--- src/rtl/mem_arbiter.sv ---
// -----------------------------------------------------------------------------
// mem_arbiter
//
// Shares one single-port memory between the core's instruction-fetch port
// (read-only) and its data port (read/write). Each memory access is a
// three-cycle transaction IDLE -> ACCESS -> DONE. Data requests beat fetch
// requests, but a run counter caps how many data grants in a row may pass
// a waiting fetch. Word addresses at or above ADDR_LIMIT never reach the
// memory; they complete with an error flag and zero read data.
//
// Ports
//   clk, reset_n          clock, asynchronous active-low reset
//   f_req/f_addr          fetch request (level) and word address
//   f_ack/f_rdata/f_err   fetch completion pulse, read data, range error
//   d_req/d_rw/d_addr     data request (level), 1=write, word address
//   d_wdata               data write data
//   d_ack/d_rdata/d_err   data completion pulse, read data, range error
//   mem_enable/mem_rw     memory strobe and direction
//   mem_addr/mem_wdata    memory address and write data
//   mem_drive             tristate enable for mem_wdata onto the data bus
//   mem_rdata             memory data bus, sampled at the end of ACCESS
//   busy                  high whenever the FSM is not in IDLE
//   grant_d               1 = current/last transaction belongs to data port
// -----------------------------------------------------------------------------
module mem_arbiter #(
   parameter int unsigned ADDR_LIMIT   = 32'd4096,
   parameter int unsigned MAX_DATA_RUN = 32'd4
) (
   input  logic        clk,
   input  logic        reset_n,
   input  logic        f_req,
   input  logic [23:0] f_addr,
   output logic        f_ack,
   output logic [31:0] f_rdata,
   output logic        f_err,
   input  logic        d_req,
   input  logic        d_rw,
   input  logic [23:0] d_addr,
   input  logic [31:0] d_wdata,
   output logic        d_ack,
   output logic [31:0] d_rdata,
   output logic        d_err,
   output logic        mem_enable,
   output logic        mem_rw,
   output logic [23:0] mem_addr,
   output logic [31:0] mem_wdata,
   output logic        mem_drive,
   input  logic [31:0] mem_rdata,
   output logic        busy,
   output logic        grant_d
);

   // Run counter must be able to hold MAX_DATA_RUN itself.
   localparam int RUN_W = (MAX_DATA_RUN < 32'd1) ? 1 : $clog2(MAX_DATA_RUN + 32'd1);
   localparam logic [RUN_W-1:0] RUN_MAX = RUN_W'(MAX_DATA_RUN);
   // One extra bit so a limit of 1<<24 (whole address space legal) still works.
   localparam logic [24:0] LIMIT_W = 25'(ADDR_LIMIT);

   typedef enum logic [1:0] {
      S_IDLE   = 2'd0,
      S_ACCESS = 2'd1,
      S_DONE   = 2'd2
   } state_t;

   state_t            state_q;
   logic [RUN_W-1:0]  run_q;
   logic [23:0]       addr_q;
   logic [31:0]       wdata_q;
   logic              rw_q;
   logic              oor_q;
   logic              grant_d_q;
   logic              mem_enable_q;
   logic              mem_rw_q;
   logic              mem_drive_q;
   logic              busy_q;
   logic              f_ack_q;
   logic              f_err_q;
   logic [31:0]       f_rdata_q;
   logic              d_ack_q;
   logic              d_err_q;
   logic [31:0]       d_rdata_q;

   logic              pick_data_d;
   logic              pick_fetch_d;
   logic [RUN_W-1:0]  run_d;
   logic [23:0]       sel_addr_d;
   logic              sel_rw_d;
   logic [31:0]       sel_wdata_d;
   logic              sel_oor_d;
   logic [31:0]       rdata_cap_d;

   // Arbitration decision and winner selection, evaluated every cycle but
   // only acted on while the FSM sits in IDLE.
   always_comb begin
      pick_data_d  = 1'b0;
      pick_fetch_d = 1'b0;
      run_d        = run_q;
      if (d_req && (!f_req || (run_q < RUN_MAX))) begin
         pick_data_d = 1'b1;
         // Only a fetch that is actually waiting makes the data run count.
         if (f_req) begin
            run_d = run_q + RUN_W'(1'b1);
         end else begin
            run_d = '0;
         end
      end else if (f_req) begin
         pick_fetch_d = 1'b1;
         run_d        = '0;
      end else begin
         run_d = run_q;
      end

      if (pick_data_d) begin
         sel_addr_d  = d_addr;
         sel_rw_d    = d_rw;
         sel_wdata_d = d_wdata;
      end else begin
         sel_addr_d  = f_addr;
         sel_rw_d    = 1'b0;
         sel_wdata_d = 32'd0;
      end

      sel_oor_d = ({1'b0, sel_addr_d} >= LIMIT_W);
   end

   // Read result for the transaction closing this cycle; out-of-range reads
   // return zero because the memory was never enabled.
   always_comb begin
      if (oor_q) begin
         rdata_cap_d = 32'd0;
      end else begin
         rdata_cap_d = mem_rdata;
      end
   end

   // Transaction FSM with all outputs registered.
   always_ff @(posedge clk or negedge reset_n) begin
      if (!reset_n) begin
         state_q      <= S_IDLE;
         run_q        <= '0;
         addr_q       <= 24'd0;
         wdata_q      <= 32'd0;
         rw_q         <= 1'b0;
         oor_q        <= 1'b0;
         grant_d_q    <= 1'b0;
         mem_enable_q <= 1'b0;
         mem_rw_q     <= 1'b0;
         mem_drive_q  <= 1'b0;
         busy_q       <= 1'b0;
         f_ack_q      <= 1'b0;
         f_err_q      <= 1'b0;
         f_rdata_q    <= 32'd0;
         d_ack_q      <= 1'b0;
         d_err_q      <= 1'b0;
         d_rdata_q    <= 32'd0;
      end else begin
         case (state_q)
            S_IDLE: begin
               run_q <= run_d;
               if (pick_data_d || pick_fetch_d) begin
                  state_q      <= S_ACCESS;
                  grant_d_q    <= pick_data_d;
                  addr_q       <= sel_addr_d;
                  rw_q         <= sel_rw_d;
                  wdata_q      <= sel_wdata_d;
                  oor_q        <= sel_oor_d;
                  mem_enable_q <= !sel_oor_d;
                  mem_rw_q     <= !sel_oor_d && sel_rw_d;
                  mem_drive_q  <= !sel_oor_d && sel_rw_d;
                  busy_q       <= 1'b1;
               end else begin
                  state_q <= S_IDLE;
               end
            end

            S_ACCESS: begin
               state_q      <= S_DONE;
               mem_enable_q <= 1'b0;
               mem_rw_q     <= 1'b0;
               mem_drive_q  <= 1'b0;
               // Only the winner's completion registers move.
               if (grant_d_q) begin
                  d_ack_q <= 1'b1;
                  d_err_q <= oor_q;
                  if (!rw_q) begin
                     d_rdata_q <= rdata_cap_d;
                  end
               end else begin
                  f_ack_q <= 1'b1;
                  f_err_q <= oor_q;
                  if (!rw_q) begin
                     f_rdata_q <= rdata_cap_d;
                  end
               end
            end

            S_DONE: begin
               // Requests are ignored here; a held request is re-arbitrated
               // from IDLE as a new one.
               state_q <= S_IDLE;
               f_ack_q <= 1'b0;
               d_ack_q <= 1'b0;
               busy_q  <= 1'b0;
            end

            default: begin
               state_q      <= S_IDLE;
               mem_enable_q <= 1'b0;
               mem_rw_q     <= 1'b0;
               mem_drive_q  <= 1'b0;
               f_ack_q      <= 1'b0;
               d_ack_q      <= 1'b0;
               busy_q       <= 1'b0;
            end
         endcase
      end
   end

   assign f_ack      = f_ack_q;
   assign f_rdata    = f_rdata_q;
   assign f_err      = f_err_q;
   assign d_ack      = d_ack_q;
   assign d_rdata    = d_rdata_q;
   assign d_err      = d_err_q;
   assign mem_enable = mem_enable_q;
   assign mem_rw     = mem_rw_q;
   assign mem_addr   = addr_q;
   assign mem_wdata  = wdata_q;
   assign mem_drive  = mem_drive_q;
   assign busy       = busy_q;
   assign grant_d    = grant_d_q;

endmodule

--- config.mk ---
export PLATFORM = sky130hd
export DESIGN_NAME = mem_arbiter
export DESIGN_NICKNAME = d
export VERILOG_FILES = /design/src/rtl/mem_arbiter.sv
export SDC_FILE = /design/constraint.sdc
export NUM_CORES = 1
export LEC_CHECK = 0
export BUFFER_PORTS_ARGS = -buffer_cell sky130_fd_sc_hd__buf_4
export CAP_MARGIN = 10
export CORE_MARGIN = 2
export CORE_UTILIZATION = 51
export CTS_CLUSTER_SIZE = 20
export DETAILED_ROUTE_END_ITERATION = 8
export PLACE_DENSITY = 0.92
export SLEW_MARGIN = 20
export SYNTH_ARGS = -nofsm -noshare
export SYNTH_HDL_FRONTEND = slang
export SYNTH_SLANG_ARGS = --single-unit
--- constraint.sdc ---
create_clock -name clk -period 3.8 [get_ports clk]
set_input_delay 0 -clock clk [delete_from_list [all_inputs] [get_ports clk]]
set_output_delay 0 -clock clk [all_outputs]
set_load 0.02 [all_outputs]
==> run_results.csv <==
group,metric,value,unit
synthesis,synth_top_area_cell,"dfrtp_1",
global_route,use_met2,0.5830,
synthesis,synth.most_common_cell,"dfrtp_1",
detailed_routing,detail-route-antenna-nets,0,
job,cap_viol_max_count,0,
setup_path,criticalPathCategory,"register to register",
sta,drv_slew,0,
floorplanning,die_y,108.6,um
place,hpwlAfterDp,9987,um
global_route,busiest_layer,"met2",
clocking,cts.clk_slew.worst_paths,0.06,ns
sta,finalSetupViolations,0,
pwr,leakagePower,4.582,nW
global_route,grt_start_max_net_pins,103,
synthesis,syn_area,0.005578,mm2
clocking,clock_sinks,135,
setup_path,critPathMaxFanout,26,
synthesis,ys_seq_area_frac,0.6057,
final_layout,nets,955,
setup_path,crit_chain,"a21boi_4, buf_4, nand4_1, dlygate4sd3_1, nand2_1, dlygate4sd3_1, o21ai_0",
global_route,grt_usage,0.3397,
clocking,htreeDepth,4,
synthesis,ys_ff_latch,135,
synthesis,synth_commonest_cells,"dfrtp_1, nand2_1, o21ai_2, a22o_1, nand2b_1",
final_layout,drive_gt1_frac,0.3800,
final_layout,area_delta_synth_final,65.32,%
setup_path,crit_slowest_cell,"dlygate4sd3_1",
sta,rsz0062_at_grt,"false",
setup_path,cp-end-kind,"register",
sta,layout_min_cycle_time,2.638,ns
floorplanning,fp.coreArea,0.01075,mm2
sta,hold_violations,0,
detailed_routing,vias_per_cell,5.497,
detailed_routing,routed_wl,19670,um
place,dpl_cell_area,0.007366,mm2
global_route,met1_usage,0.3929,
sta,worst_pin_slew,1.007,ns
setup_path,startpoint_type,"register",
setup_path,crit_top_cell,"dlygate4sd3_1",
pwr,vdd_drop_max,0.5741,mV
synthesis,syn_avg_cell_area,11.64,um2
floorplanning,dieArea,0.01179,mm2
sta,fin_ws,1.162,ns
detailed_routing,num_vias,5442,
sta,max_freq,379.0,MHz
global_route,overflow,0,
detailed_routing,drt-wirelength-per-cell,19.87,um
synthesis,synthArstFlopShare,1.000,
synthesis,synth_cells,479,
global_route,grt_pass1_vias,5761,
synthesis,netlist.area_leader.share,0.6057,
detailed_routing,post-route-drc-count,0,
global_route,antenna_found_initial,0,
setup_path,critical_path_required,4.15,ns
clocking,postCtsSetupBuffers,0,
clocking,cts_max_path_buffers,2,
status,outcome,"completed",
final_layout,fin_cells,990,
clocking,cts_buffers,17,
global_route,grt_first_pass_wirelength,30190,um
detailed_routing,drt_iter0_drc,465,
global_route,grt.met3_usage,0.09403,
clocking,root_buffer,"clkbuf_8",
setup_path,critPathArrivalTime,2.99,ns
place,gp_congestion,0.7695,
synthesis,synth_flop_cell,"dfrtp_1",
floorplanning,floorplan.initialDensity,0.5191,
place,preCtsSetupSlack,1.802,ns
place,dp.cells,835,
sta,tns,0,ns
synthesis,yosys_warnings,0,
hold_path,worstHoldPathType,"primary input to register",
pwr,power.density,864.8,mW/mm2
clocking,cts_tree,"done",
floorplanning,io_pins,246,
sta,slew-limit-headroom,0.3285,
detailed_routing,firstDrtPassIters,5,
final_layout,antenna_cells,0,
synthesis,synthTopCellsByArea,"dfrtp_1, nand2_1, o21ai_2",
floorplanning,die_w,108.6,um
final_layout,finalInstanceArea,0.009221,mm2
setup_path,slowest_delay,0.59,ns
synthesis,synth-edff-count,0,
synthesis,syn_nets,597,
final_layout,fillCellCount,457,
pwr,totalPowerFinal,7.975,mW
synthesis,synth.distinct_cells,27,
place,port_buffers,245,
sta,fin_crit_sh,0.6943,
clocking,worstSkewPairLatency,0.50,ns
sta,skew,0.007623,ns
floorplanning,num_rows,38,
per-stage QoR:
| step | hold WS (ns) | utilization |
|---|---|---|
| after global routing | 0.1223 | 0.8582 |
| after detailed placement | 0.1657 | 0.6855 |
| after global placement | 0.1478 | 0.6855 |
| after CTS | 0.08521 | 0.8578 |
| after floorplan | -0.2956 | - |
| final | 0.1432 | 0.8582 |
registers in the layout (all words and copies together) (netlist names):
name / cells
oor_q: 1
mem_drive: 1
busy: 1
mem_wdata: 32
mem_enable: 1
rw_q: 1
d_err: 1
d_ack: 1
mem_addr: 24
f_err: 1
state_q: 2
grant_d: 1
f_ack: 1
d_rdata: 32
run_q: 3
f_rdata: 32
report_power, final:
group,leakage (nW),switching [mW],internal (mW)
clock,0.299,0.631,1.10
sequential,1.74,0.521,2.11
combinational,2.54,2.10,1.51
logic make-up (layout without fill, tap and decap cells):
group	count (synthesis)	after routing	synth area share
buffers and inverters	38	409	0.05383
AO/OA/AOI/OAI	133	133	0.1705
multiplexers	26	26	0.04711
adder cells (fa/ha/maj)	1	1	0.002243
AND/OR/NAND/NOR	146	146	0.1207
flip-flops	135	135	0.6057
path summary, 6_finish.rpt:
path	start	endpoint	slack (ns)	depth (start not counted)
setup / recovery	run_q[2]	oor_q	1.16	7
hold / removal	f_addr[23]	mem_enable	0.14	5
setup reg to reg	run_q[2]	oor_q	1.16	7
hold reg to reg	d_rdata[7]	d_rdata[7]	0.48	2
max in group asynchronous	reset_n	f_err	2.54	3
min in group asynchronous	reset_n	d_rdata[6]	0.20	2
layout make-up:
class / count / area [um2] / share of cell area
clock inverter: 11 / 171.4 / 0.01859
sequential: 135 / 3378 / 0.3664
timing repair buffer: 373 / 3112 / 0.3374
clock buffer: 21 / 449.2 / 0.04871
inverter: 4 / 15.01 / 0.001628
tap: 140 / 175.2 / 0.01900
multi-input combinational: 306 / 1921 / 0.2083
worst max-delay path, delay by kind of cell (launching register included):
| family | cells | cell delay (ns) |
|---|---|---|
| buffers and inverters | 3 | 1.57 |
| flip-flops | 1 | 0.42 |
| AND/OR/NAND/NOR | 2 | 0.25 |
| AO/OA/AOI/OAI | 2 | 0.22 |
layer usage:
metal / wire [um] / vias up
met2: 9844 / 326
met4: 853 / 0
li1: - / 2377
met3: 1618 / 73
met1: 7352 / 2666
met5: 0 / -
cell usage in the layout (no fill, tap or decap), types with 3 or more instances in the layout:
master           n
bufinv_16        4
o21ai_2         35
inv_1            4
a22o_1          34
dlygate4sd3_1  123
buf_4          249
mux2i_1         24
dfrtp_1        135
o21ai_0         27
nand2_1         92
o21ai_1         29
clkbuf_16       16
clkbuf_8         3
nor2_1           8
nor4_1           6
nand2b_1        33
timing repair:
item | in CTS | in global routing
resized for setup | 0 | 0
setup endpoints to repair | 0 | 0
hold buffers | 123 | 0
hold endpoints to repair | 229 | 0
No activity file was read; power rests on OpenSTA's default activity.
